==> config.mk <==
export PLATFORM = sky130hd
export DESIGN_NAME = vreg_elem_streamer
export DESIGN_NICKNAME = d
export VERILOG_FILES = /design/src/rtl/vreg_pkg.sv /design/src/rtl/vreg_out_stage.sv /design/src/rtl/vreg_elem_streamer.sv
export SDC_FILE = /design/constraint.sdc
export NUM_CORES = 1
export LEC_CHECK = 0
export BUFFER_PORTS_ARGS = -buffer_cell sky130_fd_sc_hd__buf_2
export CORE_UTILIZATION = 45
export DETAILED_ROUTE_END_ITERATION = 7
export HOLD_SLACK_MARGIN = 0.12
export PLACE_DENSITY = 0.78
export SYNTH_ARGS = -nofsm -noshare
export SYNTH_HDL_FRONTEND = slang
export SYNTH_SLANG_ARGS = --single-unit
==> constraint.sdc <==
create_clock -name clk -period 2.2 [get_ports clk]
set_input_delay 0 -clock clk [delete_from_list [all_inputs] [get_ports clk]]
set_output_delay 0 -clock clk [all_outputs]
set_load 0.02 [all_outputs]
==> src/rtl/vreg_pkg.sv <==
// Shared types and sizing for the vector register element streamer.
package vreg_pkg;
  localparam int ADDR_WIDTH = 5;
  localparam int DATA_WIDTH = 32;
  localparam int NUM_REG    = 16;
  localparam int NUM_ELE    = 32;
  // One extra bit so a count of NUM_ELE does not wrap to zero
  localparam int CNT_W      = ADDR_WIDTH + 1;

  typedef enum logic [1:0] {IDLE, STREAM, FLUSH} state_e;

  typedef struct packed {
    logic [DATA_WIDTH-1:0] data;
    logic [ADDR_WIDTH-1:0] idx;
    logic                  last;
  } beat_t;
endpackage

==> src/rtl/vreg_out_stage.sv <==
// Single-entry valid/ready output register; a load wins over a consume in the same cycle.
module vreg_out_stage
  import vreg_pkg::*;
(
  input  logic  clk,
  input  logic  rst_n,
  input  logic  load_i,
  input  beat_t beat_i,
  input  logic  ready_i,
  output logic  valid_o,
  output beat_t beat_o
);
  logic  vld_q;
  beat_t beat_q;

  always_ff @(posedge clk or negedge rst_n) begin
    if (!rst_n) begin
      vld_q  <= 1'b0;
      beat_q <= '0;
    end else if (load_i) begin
      vld_q  <= 1'b1;
      beat_q <= beat_i;
    end else if (vld_q && ready_i) begin
      vld_q  <= 1'b0;
    end
  end

  assign valid_o = vld_q;
  assign beat_o  = beat_q;
endmodule

==> src/rtl/vreg_elem_streamer.sv <==
// Walks one vector register through the RF read port and emits its elements as a
// valid/ready stream, one element per cycle when the consumer keeps up.
module vreg_elem_streamer
  import vreg_pkg::*;
(
  input  logic                  clk,
  input  logic                  reset,
  input  logic                  cmd_valid,
  output logic                  cmd_ready,
  input  logic [ADDR_WIDTH-1:0] cmd_reg,
  input  logic [ADDR_WIDTH:0]   cmd_len,
  output logic [ADDR_WIDTH-1:0] rf_rAddr1,
  output logic [ADDR_WIDTH-1:0] rf_rAddr2,
  input  logic [DATA_WIDTH-1:0] rf_rData,
  output logic                  out_valid,
  input  logic                  out_ready,
  output logic [DATA_WIDTH-1:0] out_data,
  output logic [ADDR_WIDTH-1:0] out_idx,
  output logic                  out_last,
  output logic                  busy,
  output logic                  done,
  output logic                  err
);
  state_e                state_q, state_d;
  logic [ADDR_WIDTH-1:0] reg_q, raddr2_q;
  logic [CNT_W-1:0]      len_q, cnt_q, eff_len;
  logic                  done_q, err_q;
  logic                  accept, cmd_bad, is_last, fire_rd, flush_hs;
  beat_t                 beat_in, beat_out;

  assign eff_len = (cmd_len > CNT_W'(NUM_ELE)) ? CNT_W'(NUM_ELE) : cmd_len;
  assign cmd_bad = int'(cmd_reg) >= NUM_REG;
  assign accept  = cmd_valid && cmd_ready;
  assign is_last = (cnt_q == len_q - CNT_W'(1));

  always_ff @(posedge clk or negedge reset) begin
    if (!reset) state_q <= IDLE;
    else        state_q <= state_d;
  end

  always_comb begin
    state_d = state_q;
    unique case (state_q)
      IDLE:    if (accept && !cmd_bad && eff_len != '0) state_d = STREAM;
      STREAM:  if (fire_rd && is_last)                  state_d = FLUSH;
      FLUSH:   if (flush_hs)                            state_d = IDLE;
      default:                                          state_d = IDLE;
    endcase
  end

  // cmd_ready is gated by reset so nothing is offered while reset is held
  always_comb begin
    cmd_ready = (state_q == IDLE) && reset;
    busy      = (state_q != IDLE);
    fire_rd   = (state_q == STREAM) && (!out_valid || out_ready);
    flush_hs  = (state_q == FLUSH) && out_valid && out_ready;
    done      = done_q || flush_hs;
    err       = err_q;
  end

  // Read addresses only move while streaming, so they hold their last values in IDLE
  always_ff @(posedge clk or negedge reset) begin
    if (!reset) begin
      reg_q    <= '0;
      raddr2_q <= '0;
      len_q    <= '0;
      cnt_q    <= '0;
      done_q   <= 1'b0;
      err_q    <= 1'b0;
    end else begin
      done_q <= 1'b0;
      err_q  <= 1'b0;
      if (accept) begin
        len_q <= eff_len;
        if (cmd_bad) begin
          err_q  <= 1'b1;
          done_q <= 1'b1;
        end else if (eff_len == '0) begin
          done_q <= 1'b1;
        end else begin
          reg_q    <= cmd_reg;
          cnt_q    <= '0;
          raddr2_q <= '0;
        end
      end else if (fire_rd) begin
        cnt_q <= cnt_q + CNT_W'(1);
        if (!is_last) raddr2_q <= raddr2_q + ADDR_WIDTH'(1);
      end
    end
  end

  assign rf_rAddr1 = reg_q;
  assign rf_rAddr2 = raddr2_q;

  assign beat_in = '{data: rf_rData, idx: cnt_q[ADDR_WIDTH-1:0], last: is_last};

  vreg_out_stage u_out (
    .clk     (clk),
    .rst_n   (reset),
    .load_i  (fire_rd),
    .beat_i  (beat_in),
    .ready_i (out_ready),
    .valid_o (out_valid),
    .beat_o  (beat_out)
  );

  assign out_data = beat_out.data;
  assign out_idx  = beat_out.idx;
  assign out_last = beat_out.last;
endmodule

### Word-level counts from Yosys, hierarchy flattened

Index checks and enable logic that the tools add are counted.

* bits in registers: 65
* input port bits: 47
* logic and storage cells: 71

* $add $sub $neg: 3
* magnitude comparators: 2
* equal/unequal tests: 9
* multiplexer cells: 21
* bitwise operators: 2
* reduce and logical (&&, ||, !) cells: 23

Operators by type and width (count)
* $mux 6: 5
* $mux 5: 5
* $ne 2x2->1 const B: 6
* $logic_and 1x1->1: 9
* $reduce_and 3->1: 3
* $mux 1: 7
* $add 6x1->6 const B: 1
* $eq 6x6->1: 1
* $gt 6x6->1 const B: 1
* $logic_not 6->1: 1
* $mux 2: 3
* $pmux 2 s3: 1
* $reduce_bool 2->1: 3
* $reduce_bool 6->1: 1
* $sub 6x1->6 const B: 1
* $add 5x1->5 const B: 1
* $ge 5x5->1 const B: 1
* $reduce_and 4->1: 1
* $eq 2x1->1 const B: 1
* $eq 2x2->1 const B: 1
* $logic_not 1->1: 2
* $logic_not 2->1: 1
* $logic_or 1x1->1: 2
* $not 1->1: 2

### Depth between registers and ports, before layout

Gate-level depths: netlist of the first run.

* depth in word-level cells: 7
* mapped depth: 8
* mapped depth without buffers: 8

### Hierarchy

A second synthesis of the first run with hierarchy kept.

* cell total of the unflattened synthesis: 218
* area total of the unflattened synthesis: 2846.5 um^2

Modules (own cells, without submodules)
* vreg_out_stage: times used 1, cells an instance 83, area each 1486.4 um^2, sequential area each 975.9 um^2
* vreg_elem_streamer: times used 1, cells an instance 135, area each 1360.1 um^2, sequential area each 650.6 um^2

### Worst setup path after synthesis of the first run

OpenSTA, ideal clock, no wires.

* kind: register to register
* from: register cnt_q[3]
* to: register raddr2_q[0], in the netlist rf_rAddr2[0]
* arrival time: 1.734 ns
* setup slack: 0.329 ns
* cell stages (with the launch flop): 7
* cell sequence: dfrtp_1 buf_2 or3_1 a41o_1 a221oi_4 nor2_2 mux2i_1

* cells in the longest elaborated chain, start to end: 3

Ends and longest elaborated chain
* start: declaration: line vreg_elem_streamer.sv:26 `logic [CNT_W-1:0] len_q, cnt_q, eff_len;`
* start signal: assignment: line vreg_elem_streamer.sv:86 `cnt_q <= cnt_q + CNT_W'(1);`
* $eq 6x6->1: line vreg_elem_streamer.sv:34 `assign is_last = (cnt_q == len_q - CNT_W'(1));`
* $ne 2x2->1 (no line)
* $reduce_and 4->1 (no line)
* end signal: assignment: line vreg_elem_streamer.sv:87 `if (!is_last) raddr2_q <= raddr2_q + ADDR_WIDTH'(1);`
* end: declaration: line vreg_elem_streamer.sv:25 `logic [ADDR_WIDTH-1:0] reg_q, raddr2_q;`

No other way between the ends.
A chain may end at the register's enable or synchronous reset.

### Worst setup path in the final report of the first run

* from: register cnt_q[3]
* to: register raddr2_q[3], in the netlist rf_rAddr2[3]

The elaborated chain is that of the path after synthesis.

==> results of run 1 <==
routing by layer:
| layer | global-route usage, % | vias to the layer above | part of all wire [%] | wire (um) |
|---|---|---|---|---|
| met5 | 0 | - | 0 | 0 |
| met4 | 12.7 | 0 | 2.7 | 191 |
| met3 | 6.07 | 17 | 4.6 | 329 |
| met2 | 40.0 | 81 | 50 | 3570 |
| met1 | 28.4 | 1224 | 43 | 3090 |
| li1 | - | 1274 | - | - |
kinds of logic after synthesis:
| family | after synthesis |
|---|---|
| buffers and inverters | 20 |
| adder cells (fa/ha/maj) | 3 |
| multiplexers | 3 |
| flip-flops | 65 |
| AND/OR/NAND/NOR | 186 |
| AO/OA/AOI/OAI | 20 |
| XOR/XNOR | 9 |
state kept, by name, summed over array words and instances (netlist names):
name,cells
u_out.beat_o,38
cnt_q,6
len_q,6
rf_rAddr1,5
rf_rAddr2,5
state_q,2
done_q,1
err,1
u_out.valid_o,1
report_power, final:
group	internal, W	switching [W]	total, W
logic	0.000805	0.00141	0.00222
registers	0.00166	0.000367	0.00203
clock network	0.000405	0.000480	0.000886
total	0.00287	0.00226	0.00513
metrics by stage:
stage                     setup WS (ns)  std cells  instance area [um^2]
after floorplan                   0.329        306                  2790
after global placement            0.221        470                  3370
after detailed placement          0.179        470                  3370
after CTS                         0.147        534                  4020
after global routing             0.0317        534                  4020
final                             0.177        534                  4020
repair_timing:
item | 4_1_cts | 5_1_grt
endpoints found under the hold margin | 111 | 0
hold buffers | 48 | 0
setup buffers | 0 | 0
worst max-delay path, delay by kind of cell, from the launching register on:
family | cells | cell delay [ns]
DFF | 1 | 0.47
and+or+nand+nor | 1 | 0.40
AOI/OAI and AO/OA | 4 | 1.05
worst min-delay path by stage:
stage / end / slack (ns) / cells after the start
after global routing: done_q$_DFF_PN0_ / 0.21 / 3
final: done_q$_DFF_PN0_ / 0.18 / 3
after CTS: done_q$_DFF_PN0_ / 0.14 / 3
after floorplan: cnt_q[0]$_DFFE_PN0P_ / -0.30 / 0
after global placement: u_out.beat_o[35]$_DFFE_PN0P_ / 0.19 / 3
after detailed placement: u_out.beat_o[25]$_DFFE_PN0P_ / 0.19 / 3
cell type report:
cell class,count,area (um^2)
sequential,65,1630
clock inverter,7,47.5
timing repair buffer,152,1010
tap,75,93.8
inverter,5,18.8
multi-input combinational,221,1100
clock buffer,9,124
fill,487,1940
cell usage after synthesis, drive strengths merged, types with 3 or more instances:
cell type / n
buf: 3
nand4: 6
o31ai: 3
o21ai: 8
dfrtp: 65
nor2: 9
nand2: 143
ha: 3
and3: 3
xor2: 7
nand2b: 8
inv: 5
o211ai: 4
nand3b: 3
nand3: 5
clkbuf: 12
==> summary.md, run 1 <==
| Metric | Value |
|---|---|
| Outcome | finished clean |
| # rows | 28 |
| Final setup viols | 0 |
| Final nets | 504 |
| Commonest non-fill, non-tap cell in the layout | nand2_1 |
| Initial antenna violation count | 0 |
| Reg2reg end | rf_rAddr2[3]$_DFFE_PN0P_ |
| DR vias/cell | 4.86 |
| Synth Area in Adders | 1.34% |
| DRT Wirelength | 7180 um |
| Fin crit share | about nine tenths |
| Main combinational cell family by area after synthesis | simple AND/OR/NAND/NOR gates |
| Synth Cell Area | 2790 um^2 |
| Worst path slowest cell | a221oi_4 |
| Synth Register Bits | 65 |
| Commonest cells after routing, fill and taps aside | nand2_1 (143), buf_2 (99), dfrtp_1 (65) |
| Die H | 80.8 um |
| DRC | 0 |
| DRT iter0 DRCs | 130 |
| Syn Area/Cell | 9.12 um^2 |
| Post-Syn Instances | about 300 |
| Min-Delay Startpoint | cmd_valid |
| Max Clock Freq | 494 MHz |
| Clock slew at reported path FFs | about 0.070 ns |
| Area growth from synthesis to layout | 44.0% |
| Routed vias | about 2,600 |
| Post-Synth Simple-Gate Area | 28.3% |
| Clock skew | 0.00878 ns |
| Post-synth top area cell | dfrtp_1 |
| Synth warn | 0 |
| Required time worst endpoint | 2.43 ns |
| EDFF count, synth | 0 |
| Total power after layout | 0.00513 W |
| Pwr Density | 1280 nW/um^2 |
| VDD IR max | approximately 0.71 mV |
| Async S/R FF share, synth | 100% |
| First-pass GRT wire length | 11,600 um |
| I/O pin count | 100 |
| Crit path launch type | register |
| Slew margin rel. | 45.9% |
| Core area | around 6000 um^2 |
| R2r startpoint | cnt_q[3]$_DFFE_PN0P_ |
| Clock Sinks | between 60 and 70 |
| Worst reg2reg setup slack | 0.18 ns |
| CTS tree | built |
| Syn_nets | 356 |
| Vias in the first global route | 2,544 |
| PostCTS Resize Cnt | 0 |
| Max-slew violation count | 0 |
| Setup crit end kind | register |
| GRT Total Usage | 23.9% |
| CP endpoint | rf_rAddr2[3]$_DFFE_PN0P_ |
| Ys flop type | dfrtp_1 |
| Post-DP HPWL | about 4300 um |
| Tmin final | a little over 2 ns |
| Worst Path Arrival | ~2.3 ns |
| Worst path max stage delay | 0.51 ns |
| Port buffer count | 99 |
| Fraction of layout cells with a size suffix above 1 | 27.2% |
| # diodes | 0 |
| Post-synthesis mux area share | 1.12% |
| Worst hold path class | primary input to register |
| RD Place Congestion | 0.738 |
| Max Cap Violations | 0 |
| Register-to-Register Path Depth | 5 |
| CP max FO | 10 |
| Worst skew pair latency | 0.34 ns |
| WL per Instance | 13.4 um |
| Lkg Pwr | 2.19 nW |
| Grt ovf | 0 |
| Fin util | 67.5% |
| Pre-antenna DRT Iters | 4 |
| DIE WIDTH | 80.8 um |
| Final antenna-violating net count | 0 |
| Final hold slack | 0.176 ns |
| Sequential area share after synthesis | 58.3% |
| Clock root buffer | clkbuf_8 |
| Hold Vio Cnt, Final | 0 |
| Area contributors post-synth | dfrtp_1 (58%), nand2_1 (19%), xor2_1 (2.2%), nand2b_1 (1.8%), clkbuf_1 (1.6%) |
| Number of library cell types mapped by synthesis | 35 |
| Largest net degree at the start of global routing | 66 |
| Worst path cell trace | or3_1 -> a41o_1 -> a221oi_4 -> o211ai_1 -> o31ai_1 |
| RSZ-0062 raised after global routing | false |
| Post-Synth XOR/XNOR Area | 2.82% |
| Compound-Gate Fraction of Synth Area | about 5.4% |
| Share of the synthesized area in the top cell type | between 50% and 60% |
| Die Area | roughly 6500 um^2 |
| Initial core utilization | 46.9% |
| CTS max path bufs | 2 |
| H-tree Lvls | 3 |
| TritonCTS Buffers | 9 |
| Final setup TNS | 0 ns |
| Critical Path Source | cnt_q[3]$_DFFE_PN0P_ |
| WS Path Type | register to register |
| Slew @ Worst Pin | slightly above 0.8 ns |
No activity file was read; power rests on OpenSTA's default activity.
==> inputs of run 2 (changes only) <==
--- a/config.mk
+++ b/config.mk
@@ -6,10 +6,10 @@
 export NUM_CORES = 1
 export LEC_CHECK = 0
 export BUFFER_PORTS_ARGS = -buffer_cell sky130_fd_sc_hd__buf_2
-export CORE_UTILIZATION = 45
+export CORE_UTILIZATION = 49
 export DETAILED_ROUTE_END_ITERATION = 7
 export HOLD_SLACK_MARGIN = 0.12
-export PLACE_DENSITY = 0.78
+export PLACE_DENSITY_LB_ADDON = 0.12
 export SYNTH_ARGS = -nofsm -noshare
 export SYNTH_HDL_FRONTEND = slang
 export SYNTH_SLANG_ARGS = --single-unit
==> constraint.sdc (replaced) <==
create_clock -name clk -period 2.2 [get_ports clk]
set_input_delay 0 -clock clk [delete_from_list [all_inputs] [get_ports clk]]
set_output_delay 0 -clock clk [all_outputs]
set_load 0.1 [all_outputs]
==> run 2 against run 1 <==
Register-to-register slack gained 0.07 ns. Hold slack gained 0.21 ns. Count of clock-buffer cells in the layout grew 3. Maximum frequency grew 3.8%. Final cell count grew 0.19%. Setup slack gained 0.075 ns. Critical path depth grew 2. Utilization grew 7.8 points. Final area grew 3.1%. Global-route usage grew 2.5 points. Non-clock buffer count grew 4.
==> summary.md, run 2 (synthesis results as in run 1) <==
| Metric | Value |
|---|---|
| CTS max path bufs | 2 (unchanged) |
| Required time worst endpoint | 2.40 ns (-0.03 ns) |
| Clock root buffer | clkbuf_8 |
| RSZ-0062 raised after global routing | false |
| Clock slew at reported path FFs | 0.08 ns (about the same) |
| Crit path launch type | register |
| Grt ovf | 0 (unchanged) |
| First-pass GRT wire length | 12,300 um (+6.3%) |
| DR vias/cell | 4.82 (-0.76%) |
| DRC | 0 (unchanged) |
| Slew @ Worst Pin | 0.808 ns (-0.00416 ns) |
| Setup crit end kind | register |
| CTS tree | built |
| Max Clock Freq | 513 MHz (+3.8%) |
| H-tree Lvls | 3 (unchanged) |
| Worst Path Arrival | 2.15 ns (-0.11 ns) |
| Clock Sinks | 65 (unchanged) |
| Slew margin rel. | 46.1% (+0.28 points) |
| Worst skew pair latency | 0.33 ns (about the same) |
| Clock skew | 0.00805 ns (-0.000735 ns) |
| Fraction of layout cells with a size suffix above 1 | 27.2% (about the same) |
| Final nets | 508 (+0.79%) |
| Area growth from synthesis to layout | 48.5% |
| Tmin final | 1.95 ns (-0.0745 ns) |
| Final setup TNS | 0 ns (unchanged) |
| PostCTS Resize Cnt | 0 (unchanged) |
| Worst hold path class | primary input to register |
| Routed vias | 2,581 (-0.58%) |
| Buf/Inv on CP | 1 (+1) |
| Pre-antenna DRT Iters | 4 (unchanged) |
| Max Cap Violations | 0 (unchanged) |
| Final setup viols | 0 (unchanged) |
| GRT Total Usage | 26.4% (+2.5 points) |
| Final antenna-violating net count | 0 (unchanged) |
| Commonest cells after routing, fill and taps aside | nand2_1 (143), buf_2 (99), dfrtp_1 (65) |
| Port buffer count | 99 (unchanged) |
| Die Area | 6000 um^2 (-8.0%) |
| Worst path max stage delay | 0.42 ns (-0.09 ns) |
| DRT Wirelength | 7130 um (-0.61%) |
| Worst path slowest cell | dfrtp_1 |
| # diodes | 0 (unchanged) |
| Post-DP HPWL | 4090 um (-4.4%) |
| Delay-heaviest family, CP | compound AO/OA/AOI/OAI gates |
| Number of flip-flops in the largest register | 38 (unchanged) |
| Hold Vio Cnt, Final | 0 (unchanged) |
| Vias in the first global route | 2,685 (+5.5%) |
| WS Path Type | register to register |
| TritonCTS Buffers | 9 (unchanged) |
| Worst path cell trace | nor3_2 -> nand3b_1 -> a41o_1 -> a221oi_4 -> buf_12 -> a21o_1 -> nand2_1 |
| Initial core utilization | 50.7% (+3.8 points) |
| # rows | 27 (-3.6%) |
| DRT iter0 DRCs | 145 (+12%) |
| Commonest non-fill, non-tap cell in the layout | nand2_1 |
| DIE WIDTH | 77.5 um (-4.1%) |
| Max-slew violation count | 0 (unchanged) |
| Outcome | finished clean |
| Largest net degree at the start of global routing | 66 (unchanged) |
| Initial antenna violation count | 0 (unchanged) |
| Die H | 77.5 um (-4.1%) |
| Fin crit share | 88.6% (-3.4 points) |
| I/O pin count | 100 (unchanged) |
| CP max FO | 10 (unchanged) |
| RD Place Congestion | 0.743 (+0.65%) |
| Core area | 5510 um^2 (-7.5%) |
| WL per Instance | 13.3 um (-0.80%) |
[run 2: path summary, 6_finish.rpt]
| path | end | slack, ns | from | depth (start not counted) |
|---|---|---|---|---|
| min in group asynchronous | err$_DFF_PN0_ | 0.40 | reset | 3 |
| max in group asynchronous | len_q[0]$_DFFE_PN0P_ | 1.26 | reset | 3 |
| max reg2reg | state_q[0]$_DFFE_PN0P_ | 0.25 | len_q[1]$_DFFE_PN0P_ | 7 |
| min reg2reg | u_out.beat_o[24]$_DFFE_PN0P_ | 0.47 | u_out.beat_o[24]$_DFFE_PN0P_ | 2 |
| max | state_q[0]$_DFFE_PN0P_ | 0.25 | len_q[1]$_DFFE_PN0P_ | 7 |
| min | u_out.beat_o[16]$_DFFE_PN0P_ | 0.38 | rf_rData[10] | 4 |
[run 2: cell type report]
type | instances | area (um^2)
clock inverter | 4 | 98.8
inverter | 5 | 18.8
fill | 398 | 1360
clock buffer | 12 | 155
tap | 72 | 90.1
timing repair buffer | 156 | 1060
sequential | 65 | 1630
multi-input combinational | 221 | 1100
[run 2: metrics by stage]
step                      util (%)  worst slack [ns]  std cells  hold slack [ns]  area [um^2]
after CTS                     74.9             0.168        534            0.369         4130
after global routing          75.3            0.0804        535            0.397         4150
after detailed placement      61.2             0.171        468            0.191         3370
after global placement        61.2             0.244        468            0.189         3370
final                         75.3             0.251        535            0.385         4150
after floorplan                  -            0.0509        306           -0.296         2790
[run 2: layer usage]
metal / track usage, % / vias to the layer above / routed length, um
met3: 6.71 / 16 / 337
li1: - / 1283 / -
met2: 44.1 / 77 / 3470
met1: 32.5 / 1205 / 3180
met4: 11.5 / 0 / 150
met5: 0 / - / 0
[run 2: worst reg2reg max path, cell delays in order, from the launching register on]
cell and delay (ns):
dfrtp_1 0.42, nor3_2 0.34, nand3b_1 0.13, a41o_1 0.28, a221oi_4 0.33, buf_12 0.17, a21o_1 0.11, nand2_1 0.04
[run 2: repair_timing]
item	CTS	global route
setup buffers	0	1
hold buffers	50	0
endpoints found under the setup margin	0	5
hold endpoints to repair	111	0
Power of run 2 is left out: the tool's default activity adds up to more than one toggle a clock period on the data nets, which glitch-free logic cannot reach.
